### config.mk
export PLATFORM = sky130hd
export DESIGN_NAME = addsub_arbiter
export DESIGN_NICKNAME = d
export VERILOG_FILES = /design/src/rtl/addsub_arb_pkg.sv /design/src/rtl/addsub_arbiter_rr.sv /design/src/rtl/addsub_arbiter.sv
export SDC_FILE = /design/constraint.sdc
export NUM_CORES = 1
export LEC_CHECK = 0
export ABC_CLOCK_PERIOD_IN_PS = 7690
export CAP_MARGIN = 40
export CORE_AREA = 10 10 297 299
export CTS_BUF_LIST = sky130_fd_sc_hd__clkbuf_16
export DETAILED_ROUTE_END_ITERATION = 10
export DIE_AREA = 0 0 307 309
export HOLD_SLACK_MARGIN = 0.05
export PLACE_DENSITY = 0.35
export SLEW_MARGIN = 10
export SYNTH_ARGS = -nofsm -noshare
export SYNTH_HDL_FRONTEND = slang
export SYNTH_SLANG_ARGS = --single-unit
### constraint.sdc
create_clock -name clk -period 7.69 [get_ports clk]
set_clock_uncertainty 0.05 [all_clocks]
set_input_delay 2.307 -clock clk [delete_from_list [all_inputs] [get_ports clk]]
set_output_delay 2.307 -clock clk [all_outputs]
set_load 0.005 [all_outputs]
### src/rtl/addsub_arb_pkg.sv
`default_nettype none
// ============================================================================
//  Module      : addsub_arb_pkg
//  Description : Shared types for the add/sub arbiter: FSM states and tag format.
//  Revision    : 1.0 - initial release
// ============================================================================
package addsub_arb_pkg;

   localparam int DATA_W   = 64;
   localparam int TAG_ID_W = 3;

   typedef enum logic [1:0] {
      ST_IDLE  = 2'd0,
      ST_RUN   = 2'd1,
      ST_DRAIN = 2'd2
   } state_t;

   typedef struct packed {
      logic                vld;
      logic [TAG_ID_W-1:0] id;
   } tag_t;

endpackage
`default_nettype wire

### src/rtl/addsub_arbiter_rr.sv
`default_nettype none
// ============================================================================
//  Module      : rr_arbiter
//  Description : Combinational round-robin pick: first request at or after ptr.
//  Revision    : 1.0 - initial release
// ============================================================================
module rr_arbiter
   import addsub_arb_pkg::*;
#(
   parameter int N_REQ = 4,
   parameter int ID_W  = 2
)(
   input  logic [N_REQ-1:0] req,
   input  logic [ID_W-1:0]  ptr,
   output logic [N_REQ-1:0] gnt,
   output logic [ID_W-1:0]  gnt_id,
   output logic             gnt_vld
);

   logic [ID_W-1:0] w_idx;

   always_comb begin
      gnt     = '0;
      gnt_id  = '0;
      gnt_vld = 1'b0;
      w_idx   = '0;
      for (int k = 0; k < N_REQ; k++) begin
         w_idx = ID_W'((int'(ptr) + k) % N_REQ);
         if (!gnt_vld && req[w_idx]) begin
            gnt_vld    = 1'b1;
            gnt[w_idx] = 1'b1;
            gnt_id     = w_idx;
         end
      end
   end

endmodule
`default_nettype wire

### src/rtl/addsub_arbiter.sv
`default_nettype none
// ============================================================================
//  Module      : addsub_arbiter
//  Description : Round-robin share of one 64-bit add/sub unit with tagged
//                broadcast responses and flush/park. Optional statistics
//                counters enabled by defining ADDSUB_ARB_STATS_EN.
//  Revision    : 1.0 - initial release
// ============================================================================
module addsub_arbiter
   import addsub_arb_pkg::*;
#(
   parameter int N_REQ = 4,
   parameter int ID_W  = 2,
   parameter int LAT   = 1
)(
   input  logic                    clk,
   input  logic                    rst_n,
   input  logic [N_REQ-1:0]        req_valid,
   input  logic [DATA_W*N_REQ-1:0] req_a,
   input  logic [DATA_W*N_REQ-1:0] req_b,
   input  logic [N_REQ-1:0]        req_mode,
   output logic [N_REQ-1:0]        req_ready,
   input  logic                    flush,
   output logic                    flush_done,
   output logic [DATA_W-1:0]       op_a,
   output logic [DATA_W-1:0]       op_b,
   output logic                    op_mode,
   input  logic [DATA_W-1:0]       res_sum,
   input  logic                    res_carry,
   output logic                    rsp_valid,
   output logic [ID_W-1:0]         rsp_id,
   output logic [DATA_W-1:0]       rsp_sum,
`ifdef ADDSUB_ARB_STATS_EN
   output logic [31:0]             issue_cnt,
   output logic [31:0]             busy_cnt,
`endif
   output logic                    rsp_carry
);

   generate
      if (ID_W != $clog2(N_REQ) || N_REQ < 2 || N_REQ > 8 || LAT < 1 || LAT > 4) begin : g_param_chk
         $error("addsub_arbiter: unsupported N_REQ/ID_W/LAT combination");
      end
   endgenerate

   state_t          r_state;
   logic [ID_W-1:0] r_rr_ptr;
   logic [LAT-1:0]  r_tag_vld;
   logic [ID_W-1:0] r_tag_id [LAT];

   logic [N_REQ-1:0] w_gnt;
   logic [ID_W-1:0]  w_gnt_id;
   logic             w_gnt_any;
   logic             w_grant_en;
   logic             w_issue;
   logic             w_pipe_busy;

   rr_arbiter #(
      .N_REQ (N_REQ),
      .ID_W  (ID_W)
   ) u_rr (
      .req     (req_valid),
      .ptr     (r_rr_ptr),
      .gnt     (w_gnt),
      .gnt_id  (w_gnt_id),
      .gnt_vld (w_gnt_any)
   );

   // flush in RUN suppresses the grant in the same cycle
   assign w_grant_en  = (r_state == ST_RUN) && !flush;
   assign w_issue     = w_grant_en && w_gnt_any;
   assign w_pipe_busy = |r_tag_vld;
   assign req_ready   = w_grant_en ? w_gnt : '0;

   always_comb begin
      op_a    = '0;
      op_b    = '0;
      op_mode = 1'b0;
      if (w_issue) begin
         op_a    = req_a[DATA_W*w_gnt_id +: DATA_W];
         op_b    = req_b[DATA_W*w_gnt_id +: DATA_W];
         op_mode = req_mode[w_gnt_id];
      end
   end

   always_ff @(posedge clk or negedge rst_n) begin
      if (!rst_n) begin
         r_state    <= ST_IDLE;
         flush_done <= 1'b0;
      end else begin
         flush_done <= 1'b0;
         case (r_state)
            ST_IDLE:  if (!flush) r_state <= ST_RUN;
            ST_RUN:   if (flush)  r_state <= ST_DRAIN;
            ST_DRAIN: begin
               if (!w_pipe_busy) begin
                  r_state    <= ST_IDLE;
                  flush_done <= 1'b1;
               end
            end
            default:  r_state <= ST_IDLE;
         endcase
      end
   end

   always_ff @(posedge clk or negedge rst_n) begin
      if (!rst_n) begin
         r_rr_ptr <= '0;
      end else if (w_issue) begin
         r_rr_ptr <= (w_gnt_id == ID_W'(N_REQ-1)) ? '0 : w_gnt_id + 1'b1;
      end
   end

   always_ff @(posedge clk or negedge rst_n) begin
      if (!rst_n) begin
         r_tag_vld <= '0;
         for (int s = 0; s < LAT; s++) r_tag_id[s] <= '0;
      end else begin
         r_tag_vld[0] <= w_issue;
         r_tag_id[0]  <= w_gnt_id;
         for (int s = 1; s < LAT; s++) begin
            r_tag_vld[s] <= r_tag_vld[s-1];
            r_tag_id[s]  <= r_tag_id[s-1];
         end
      end
   end

   // last tag stage lines up with the adder result of the same op
   always_ff @(posedge clk or negedge rst_n) begin
      if (!rst_n) begin
         rsp_valid <= 1'b0;
         rsp_id    <= '0;
         rsp_sum   <= '0;
         rsp_carry <= 1'b0;
      end else begin
         rsp_valid <= r_tag_vld[LAT-1];
         if (r_tag_vld[LAT-1]) begin
            rsp_id    <= r_tag_id[LAT-1];
            rsp_sum   <= res_sum;
            rsp_carry <= res_carry;
         end
      end
   end

`ifdef ADDSUB_ARB_STATS_EN
   always_ff @(posedge clk or negedge rst_n) begin
      if (!rst_n) begin
         issue_cnt <= '0;
         busy_cnt  <= '0;
      end else if (r_state != ST_IDLE) begin
         if (w_issue)     issue_cnt <= issue_cnt + 32'd1;
         if (w_pipe_busy) busy_cnt  <= busy_cnt + 32'd1;
      end
   end
`endif

endmodule
`default_nettype wire

==> flow_summary_export.csv, run 1 <==
group,metric,value,unit
cts,cts_tree,"yes",
timing,fin_ws,59.8,ps
setup_path,path_max_fanout,23,
setup_path,endpoint_kind,"output port",
floorplanning,ios,790,
route,wirelength,77.7,mm
synthesis,synth_top_area_share,21.7,%
cells_and_area,multi_input_area,6650,µm²
route,vias_per_cell,4.31,
floorplanning,fp.coreArea,81800,µm²
route,dr.pass1.iters,4,
synthesis,synth_area_per_cell,10.0,µm²
synthesis,synth-main-ff-cell,"dfrtp_1",
outcome,status,"completed",
synthesis,synth_cell_types,32,
placement,port_buffers,789,
timing,hold_viol,0,
synthesis,ys_seq_elements,76,
cts,root_buffer,"clkbuf_16",
cells_and_area,final_nets,2279,
route,drtAntennaViolNets,0,
setup_path,critPathKind,"in2out",
setup_path,worstReg2RegStart,"r_rr_ptr[1]",
cts,htreeDepth,3,
route,drt_iter0_drc,611,
timing,rsz0062_at_grt,"true",
global_route,grt_usage,15.3,%
setup_path,startpoint,"req_valid[2]",
synthesis,synth_edf_count,0,
power,peakVddDrop,0.000138,V
timing,fmax,131,MHz
power,p_leak,7.44,nW
route,route.vias.total,11900,
timing,drv_slew,0,
global_route,grt_antenna_before_repair,30,
synthesis,syn-num-nets,1469,
synthesis,seq_area_frac_synth,21.7,%
floorplanning,die_h,309,µm
cells_and_area,drive_gt1_share,26.7,%
timing,finalSetupViolCount,0,
synthesis,synthTopCellsByArea,"dfrtp_1 (22%), o221a_2 (17%), mux2i_1 (15%)",
placement,hpwl,62.8,mm
synthesis,syn-instance-count,873,
setup_path,arrival,5270,ps
synthesis,async_reset_ff_share,100,%
cts,cts_hold_repair.buffers,0,
power,p_per_area,343,nW/µm²
cts,clkLatencyLatePin,350,ps
cells_and_area,fillCellCount,8828,
placement,pre_cts_ws,-714,ps
cts,clkSinkCount,76,
global_route,gr-total-overflow,0,
run,maxCapViolCount,0,
hold_path,min-delay-start,"r_state[1]",
timing,fin_crit_sh,99.2,%
cells_and_area,fin_area,19800,µm²
floorplanning,rows,105,
placement,gp_congestion,0.840,
timing,slew_headroom,47.9,%
setup_path,cp.required,5330,ps
route,remaining_drc_errors,0,
cts,cts_buffers,9,
route,routedWlPerCell,28.1,µm
placement,placedInstanceArea,18700,µm²
cts,clk_pin_slew,60,ps
synthesis,synth_area,8760,µm²
timing,min_period,7630,ps
global_route,grt_max_degree,75,
cells_and_area,syn_to_final_growth,126,%
hold_path,min_path_type,"reg2reg",
synthesis,yosysWarningCount,0,
setup_path,cp-start-kind,"input pin",
global_route,grt_pass1_vias,12900,
cts,clk_path_buf_depth,2,
floorplanning,dieArea,94900,µm²
global_route,grt_pass1_wl,105,mm
cells_and_area,regArea,1900,µm²
floorplanning,fp.dieW,307,µm
synthesis,synth_top_cell_by_area,"dfrtp_1",
timing,tightestPinTransition,781,ps
floorplanning,start_util,10.7,%
==> area by class of cell <==
type,count,share of cell area (%)
repair buffers,954,48.4
multi-input cells,639,33.6
flip-flops and latches,76,9.62
well taps,1070,6.77
clock buffers,9,1.14
clock inverters,7,0.316
diodes,11,0.139
inverters,3,0.0569
==> power by group <==
part	switching (mW)	internal, mW	total [mW]
Combinational	2.90	2.82	5.72
Clock	0.205	0.227	0.431
Sequential	0.0882	0.553	0.641
Total	3.20	3.60	6.79
==> sequential cells by signal, summed over array words and instances (netlist names) <==
register / flops
r_tag_vld: 1
rsp_valid: 1
r_tag_id: 2
flush_done: 1
rsp_sum: 64
rsp_id: 2
r_state: 2
rsp_carry: 1
r_rr_ptr: 2
==> per-stage QoR <==
step                      total power [mW]  instances  hold WS (ps)  TNS (ps)  utilization (%)
final                                 6.79       2769           428         0             24.2
after global routing                  7.25       2765           447     -31.3             24.2
after CTS                             6.83       2759           428     -50.1             24.0
after floorplan                       3.14        873           302         0                -
after detailed placement              5.77       2722           415    -46680             22.9
after global placement                5.76       2719           411    -45970             22.9
==> cell usage after synthesis, types with 5 or more instances <==
| cell type | n |
|---|---|
| a2111oi_0 | 129 |
| a211oi_1 | 130 |
| a22oi_1 | 8 |
| buf_1 | 5 |
| buf_2 | 22 |
| buf_8 | 9 |
| clkbuf_1 | 112 |
| dfrtp_1 | 76 |
| ha_1 | 8 |
| mux2_2 | 68 |
| mux2i_1 | 132 |
| o221a_2 | 129 |
| or2_2 | 6 |
==> critical path, cell delays in order <==
cell,delay (ps)
clkdlybuf4s15_1,240
mux4_2,510
or3_4,480
buf_4,170
buf_4,160
buf_16,170
o221a_4,280
a2111oi_4,270
a211oi_4,70
buf_4,140
clkdlybuf4s50_1,440
==> placed cells by master, fill, tap and decap left out, types with 20 or more instances in the layout <==
cell type        instances
a2111oi_1               34
a2111oi_0               67
dfrtp_1                 75
buf_12                  29
a211oi_1               119
mux2_2                  68
o221a_2                126
clkdlybuf4s50_1        657
dlygate4sd2_1          115
mux2i_1                122
a2111oi_2               20
buf_4                  121
==> metal layers <==
metal,part of all wire (%),global-route usage (%),vias up
met5,0.21,0,-
met4,0.77,2.18,26
met3,11,6.63,58
met2,50,27.6,539
met1,38,16.8,5890
li1,-,-,5434
==> what timing repair did <==
item,in CTS,in global routing
cloned,8,0
resized for setup,257,45
setup buffers,13,0
endpoints found under the setup margin,129,57
pin swaps,13,8
==> path summary, 6_finish.rpt <==
| check | cells past startpoint | slack (ps) | endpoint |
|---|---|---|---|
| max in group asynchronous | 2 | 4710 | r_state[0] |
| worst max-delay path | 11 | 60 | op_b[0] |
| worst min register to register | 1 | 430 | r_state[0] |
| worst max register to register | 11 | 4140 | r_rr_ptr[1] |
| worst min-delay path | 1 | 430 | r_state[0] |
| min in group asynchronous | 1 | 1780 | rsp_sum[31] |
==> cell families after synthesis <==
group,after synthesis,share of synthesized area [%]
flip-flops,76,21.7
AO/OA/AOI/OAI,408,42.4
buffers and inverters,158,8.67
multiplexers,204,24.9
AND/OR/NAND/NOR,19,1.26
adder cells (fa/ha/maj),8,1.14
(Power assumes the default switching activity.)
==> inputs of run 2 (changes only) <==
- CORE_AREA: 10 10 297 299 -> 2 2 307 309
- DIE_AREA: 0 0 307 309 -> 0 0 309 311
- GPL_TIMING_DRIVEN: not set -> 1
- PLACE_DENSITY: 0.35 -> 0.33
==> flow_summary_export.csv, run 2 (synthesis results as in run 1) <==
group,metric,value,unit
power,peakVddDrop,0.000325,V
timing,rsz0062_at_grt,"true",
outcome,status,"completed",
cells_and_area,syn_to_final_growth,135,%
global_route,grt_util_met3,4.37,%
cts,cts_hold_repair.buffers,0,
floorplanning,die_h,311,µm
setup_path,crit_chain,"dlygate4sd2_1 > mux4_2 > or3_4 > buf_4 > bufbuf_16 > o221a_2 > a2111oi_1 > a211oi_1 > clkdlybuf4s50_1",
route,drtAntennaViolNets,0,
cells_and_area,largest_reg_flops,64,
cells_and_area,top_register,"rsp_sum",
power,p_leak,8.20,nW
setup_path,cp.buffers_inverters,4,
setup_path,worst_path_max_delay_cell,"clkdlybuf4s50_1",
global_route,globalRouteMet1Util,15.5,%
cts,root_buffer,"clkbuf_16",
global_route,grt_max_degree,69,
setup_path,r2r-end,"r_rr_ptr[1]",
cells_and_area,drive_gt1_share,28.7,%
setup_path,path_max_fanout,33,
floorplanning,fp.dieW,309,µm
power,internal_power,3.82,mW
timing,fin_ws,8.98,ps
global_route,grt_pass1_vias,12800,
placement,placedInstanceArea,19100,µm²
cts,clk_pin_slew,70,ps
floorplanning,start_util,9.44,%
floorplanning,dieArea,96100,µm²
timing,slew_headroom,54.2,%
route,route.vias.total,11900,
power,p_switching,3.22,mW
cts,cts_buffers,9,
floorplanning,fp.coreArea,92800,µm²
placement,port_buffers,789,
floorplanning,ios,790,
timing,tightestPinTransition,688,ps
timing,finalSetupViolCount,0,
global_route,gr-total-overflow,0,
cts,clk_path_buf_depth,2,
route,wirelength,72.6,mm
power,power.share.clock,6.8,%
cts,cts_tree,"yes",
cells_and_area,final_core_util,22.1,%
setup_path,endpoint_kind,"output port",
setup_path,cp.required,5330,ps
run,maxCapViolCount,0,
global_route,gr-max-usage-layer,"met2",
setup_path,arrival,5320,ps
setup_path,timing.reg2reg.setup_slack,3970,ps
placement,gp_congestion,0.779,
hold_path,min-delay-start,"r_tag_id[0]",
cells_and_area,final_nets,2297,
cts,clkLatencyLatePin,360,ps
cts,clkSinkCount,76,
power,p_per_area,343,nW/µm²
cells_and_area,layout_commonest_cell,"clkdlybuf4s50_1",
power,switching_share,45.7,%
timing,fin_crit_sh,99.9,%
setup_path,critPathKind,"in2out",
global_route,grt_pass1_wl,99.4,mm
cells_and_area,layout_common_cells,"clkdlybuf4s50_1 (681), buf_4 (136), mux2i_1 (130)",
route,dr.pass1.iters,5,
hold_path,holdPathEnd,"rsp_id[0]",
route,routedWlPerCell,24.5,µm
timing,min_period,7680,ps
timing,hold_viol,0,
power,p_comb_share,84.1,%
placement,pre_cts_ws,-506,ps
global_route,use_met2,27.1,%
placement,hpwl,58.0,mm
setup_path,cp-start-kind,"input pin",
timing,drv_slew,0,
timing,fmax,130,MHz
setup_path,max_stage_delay,500,ps
route,vias_per_cell,4.02,
power,pwr-share-seq,9.0,%
route,drt_iter0_drc,516,
floorplanning,rows,112,
cts,htreeDepth,3,
cells_and_area,fillCellCount,10200,
hold_path,min_path_type,"reg2reg",
global_route,grt_antenna_before_repair,22,
setup_path,crit_family,"buffers and inverters",
global_route,grt_usage,14.3,%
hold_path,hold_path_depth,1,
setup_path,worstReg2RegStart,"r_rr_ptr[0]",
route,remaining_drc_errors,0,
setup_path,rr_worst_depth,14,
cells_and_area,fin_area,20500,µm²
## run 2: cell types whose count changed in the layout (fill, tap and decap cells not counted), moves of 8 or more
cell             delta
dlymetal6s2s_1     +53
a2111oi_2          +20
a211oi_1           -12
clkdlybuf4s50_1    +24
a211oi_2           +14
buf_4              +15
a2111oi_0          -19
mux2i_1             +8
dlygate4sd2_1      -68
## run 2: per-layer routing
layer / wire length, µm / vias up
met2: 38900 / 522
met4: 752 / 16
met1: 27100 / 5881
li1: - / 5462
met3: 5760 / 44
met5: 89 / -
## run 2: worst max path at each step
stage / from / endpoint / slack, ps / depth (start not counted)
finish: req_valid[1] / op_a[15] / 9 / 9
global route: req_valid[3] / op_a[15] / -120 / 9
CTS: req_valid[3] / op_b[13] / -60 / 9
detailed placement: req_valid[3] / op_b[55] / -510 / 9
global placement: req_valid[2] / op_a[3] / -650 / 9
floorplan: req_valid[2] / op_b[44] / 920 / 9
## run 2: area by class of cell
| type | instances | area (µm²) | area share (%) |
|---|---|---|---|
| Clock inverter | 7 | 97.6 | 0.475 |
| Tap cell | 1254 | 1570 | 7.64 |
| Multi-Input combinational cell | 639 | 6710 | 32.7 |
| Timing Repair Buffer | 972 | 10000 | 48.7 |
| Clock buffer | 9 | 225 | 1.10 |
| Sequential cell | 76 | 1900 | 9.26 |
| Inverter | 3 | 11.3 | 0.0548 |
| Antenna cell | 8 | 20.0 | 0.0974 |
## run 2: per-stage QoR
step	std cells	hold slack, ps	total power, mW	setup TNS, ps
3_5_place_dp	2920	419	5.80	-24070
6_report	2968	429	7.04	0
4_1_cts	2957	434	6.98	-265
5_1_grt	2964	464	7.52	-583
3_3_place_gp	2916	410	5.81	-23360
2_1_floorplan	873	302	3.14	0
## run 2: power by group through the flow
stage / clock [mW] / sequential [mW] / combinational [mW]
final: 0.482 / 0.636 / 5.92
after global routing: 0.519 / 0.656 / 6.34
after detailed placement: 0 / 0.647 / 5.15
after CTS: 0.507 / 0.641 / 5.83
after floorplan: 0 / 0.647 / 2.49
after global placement: 0 / 0.641 / 5.17
## run 2: what timing repair did
item / in CTS / in global routing
buffers inserted: 15 / 3
resized for setup: 169 / 121
pin swaps: 15 / 13
setup endpoints to repair: 127 / 91
cloned: 7 / 0
==> inputs of run 3 (changes only) <==
- CELL_PAD_IN_SITES_DETAIL_PLACEMENT: not set -> 1
- CELL_PAD_IN_SITES_GLOBAL_PLACEMENT: not set -> 1
- CORE_AREA: 2 2 307 309 -> 2 2 308 310
- DIE_AREA: 0 0 309 311 -> 0 0 310 312
- PLACE_DENSITY: 0.33 -> 0.42
==> flow_summary_export.csv, run 3 (synthesis results as in run 1) <==
group,metric,value,unit
outcome,status,"finished, violations left",
outcome,violations,"setup timing",
global_route,grt_usage,14.6,%
timing,tightestPinTransition,676,ps
route,m1WireLength,29.1,mm
route,wirelength,74.9,mm
placement,hpwl,60.2,mm
cells_and_area,layout_common_cells,"clkdlybuf4s50_1 (666), buf_4 (141), o221a_2 (129)",
placement,placed_cells,2928,
timing,fin_crit_sh,101,%
setup_path,worst_path_max_delay_cell,"or3_4",
setup_path,worstReg2RegStart,"r_rr_ptr[1]",
setup_path,timing.reg2reg.setup_slack,3940,ps
timing,hold_viol,0,
setup_path,cp.required,5330,ps
floorplanning,fp.coreArea,93000,µm²
route,drtAntennaViolNets,0,
setup_path,max_stage_delay,510,ps
setup_path,endpoint_kind,"output port",
setup_path,critPathKind,"in2out",
power,peakVddDrop,0.000140,V
cts,cts_buffers,9,
power,p_leak,7.82,nW
route,route.vias.total,12200,
timing,whs,432,ps
route,remaining_drc_errors,0,
floorplanning,die_h,312,µm
setup_path,crit_chain,"dlygate4sd2_1 > mux4_2 > or3_4 > buf_6 > buf_4 > o221a_2 > a2111oi_1 > a211oi_1 > clkdlybuf4s50_1",
cells_and_area,instances_no_fill,2982,
setup_path,startpoint,"req_valid[1]",
route,dr.pass1.iters,4,
global_route,grt_max_degree,65,
run,maxCapViolCount,0,
cts,cts_tree,"yes",
cts,clk_pin_slew,60,ps
cells_and_area,fillCellCount,10700,
cells_and_area,top_register,"rsp_sum",
cells_and_area,fin_area,20200,µm²
route,vias_per_cell,4.08,
route,dr_wl_met2,38.9,mm
setup_path,arrival,5400,ps
route,top_layer_used,"met5",
timing,finalSetupViolCount,2,
timing,fin_setup_tns,-117,ps
global_route,grt_pass1_vias,13700,
route,routedWlPerCell,25.1,µm
cts,clkLatencyLatePin,360,ps
setup_path,cp-start-kind,"input pin",
cts,root_buffer,"clkbuf_16",
cts,cts_hold_repair.buffers,0,
placement,pre_cts_ws,-757,ps
cts,htreeDepth,3,
timing,min_period,7760,ps
timing,rsz0062_at_grt,"true",
timing,fin_ws,-69.2,ps
setup_path,cp.buffers_inverters,4,
setup_path,path_max_fanout,34,
timing,fmax,129,MHz
placement,gp_congestion,0.778,
setup_path,crit_family,"buffers and inverters",
cts,clk_path_buf_depth,2,
route,drt_iter0_drc,416,
placement,port_buffers,789,
timing,slew_headroom,55.0,%
hold_path,min_path_type,"reg2reg",
cells_and_area,layout_commonest_cell,"clkdlybuf4s50_1",
global_route,grt_antenna_before_repair,17,
global_route,grt_pass1_wl,103,mm
placement,placedInstanceArea,19100,µm²
cells_and_area,final_nets,2312,
power,p_per_area,341,nW/µm²
floorplanning,dieArea,96700,µm²
floorplanning,ios,790,
floorplanning,start_util,9.41,%
cells_and_area,syn_to_final_growth,131,%
floorplanning,rows,112,
cts,clkSinkCount,76,
route,met3_wirelength,5.92,mm
floorplanning,fp.dieW,310,µm
hold_path,min-delay-start,"r_tag_id[1]",
timing,drv_slew,0,
global_route,gr-total-overflow,0,
cells_and_area,drive_gt1_share,27.8,%
cells_and_area,largest_reg_flops,64,
run 3: area by class of cell:
class	count	area (µm²)	share of cell area, %
timing repair buffer	987	9940	49.2
sequential	76	1910	9.43
antenna	7	17.5	0.0867
inverter	3	11.3	0.0557
clock inverter	7	45.0	0.223
clock buffer	9	225	1.11
multi-input combinational	639	6500	32.2
tap	1254	1570	7.76
run 3: timing repair:
item / 4_1_cts / 5_1_grt
cloned: 6 / 1
setup buffers: 16 / 8
setup endpoints to repair: 129 / 40
pin swaps: 29 / 9
resized for setup: 186 / 62
run 3: worst reg2reg max path, stage by stage (launching register included):
cell,delay [ps]
dfrtp_1,650
inv_1,190
ha_1,520
mux4_2,370
or3_4,490
buf_4,180
buf_4,200
o21bai_4,200
buf_12,230
buf_4,220
nor2_1,50
a221o_1,280
run 3: worst paths after layout:
path	depth (start not counted)	end
max	9	op_a[54]
min	1	rsp_id[1]
max reg2reg	11	r_rr_ptr[1]
min reg2reg	1	rsp_id[1]
max in group asynchronous	2	r_state[1]
min in group asynchronous	1	rsp_sum[59]
run 3: power by group:
group / internal (mW) / total (mW) / switching, mW / leakage, nW
registers: 0.554 / 0.651 / 0.0971 / 0.901
clock network: 0.217 / 0.408 / 0.190 / 0.134
logic: 2.88 / 5.83 / 2.95 / 6.78
total: 3.65 / 6.89 / 3.23 / 7.82
run 3: routing by layer:
| metal | vias to the layer above | global-route usage (%) |
|---|---|---|
| li1 | 5494 | - |
| met1 | 6112 | 16.5 |
| met2 | 500 | 27.0 |
| met3 | 56 | 4.26 |
| met4 | 12 | 3.07 |
| met5 | - | 0 |
run 3: per-stage QoR:
step / power, mW / util (%)
after floorplan: 3.14 / -
after global placement: 5.81 / 20.4
after detailed placement: 5.90 / 20.5
after CTS: 6.87 / 21.4
after global routing: 7.36 / 21.7
final: 6.89 / 21.7
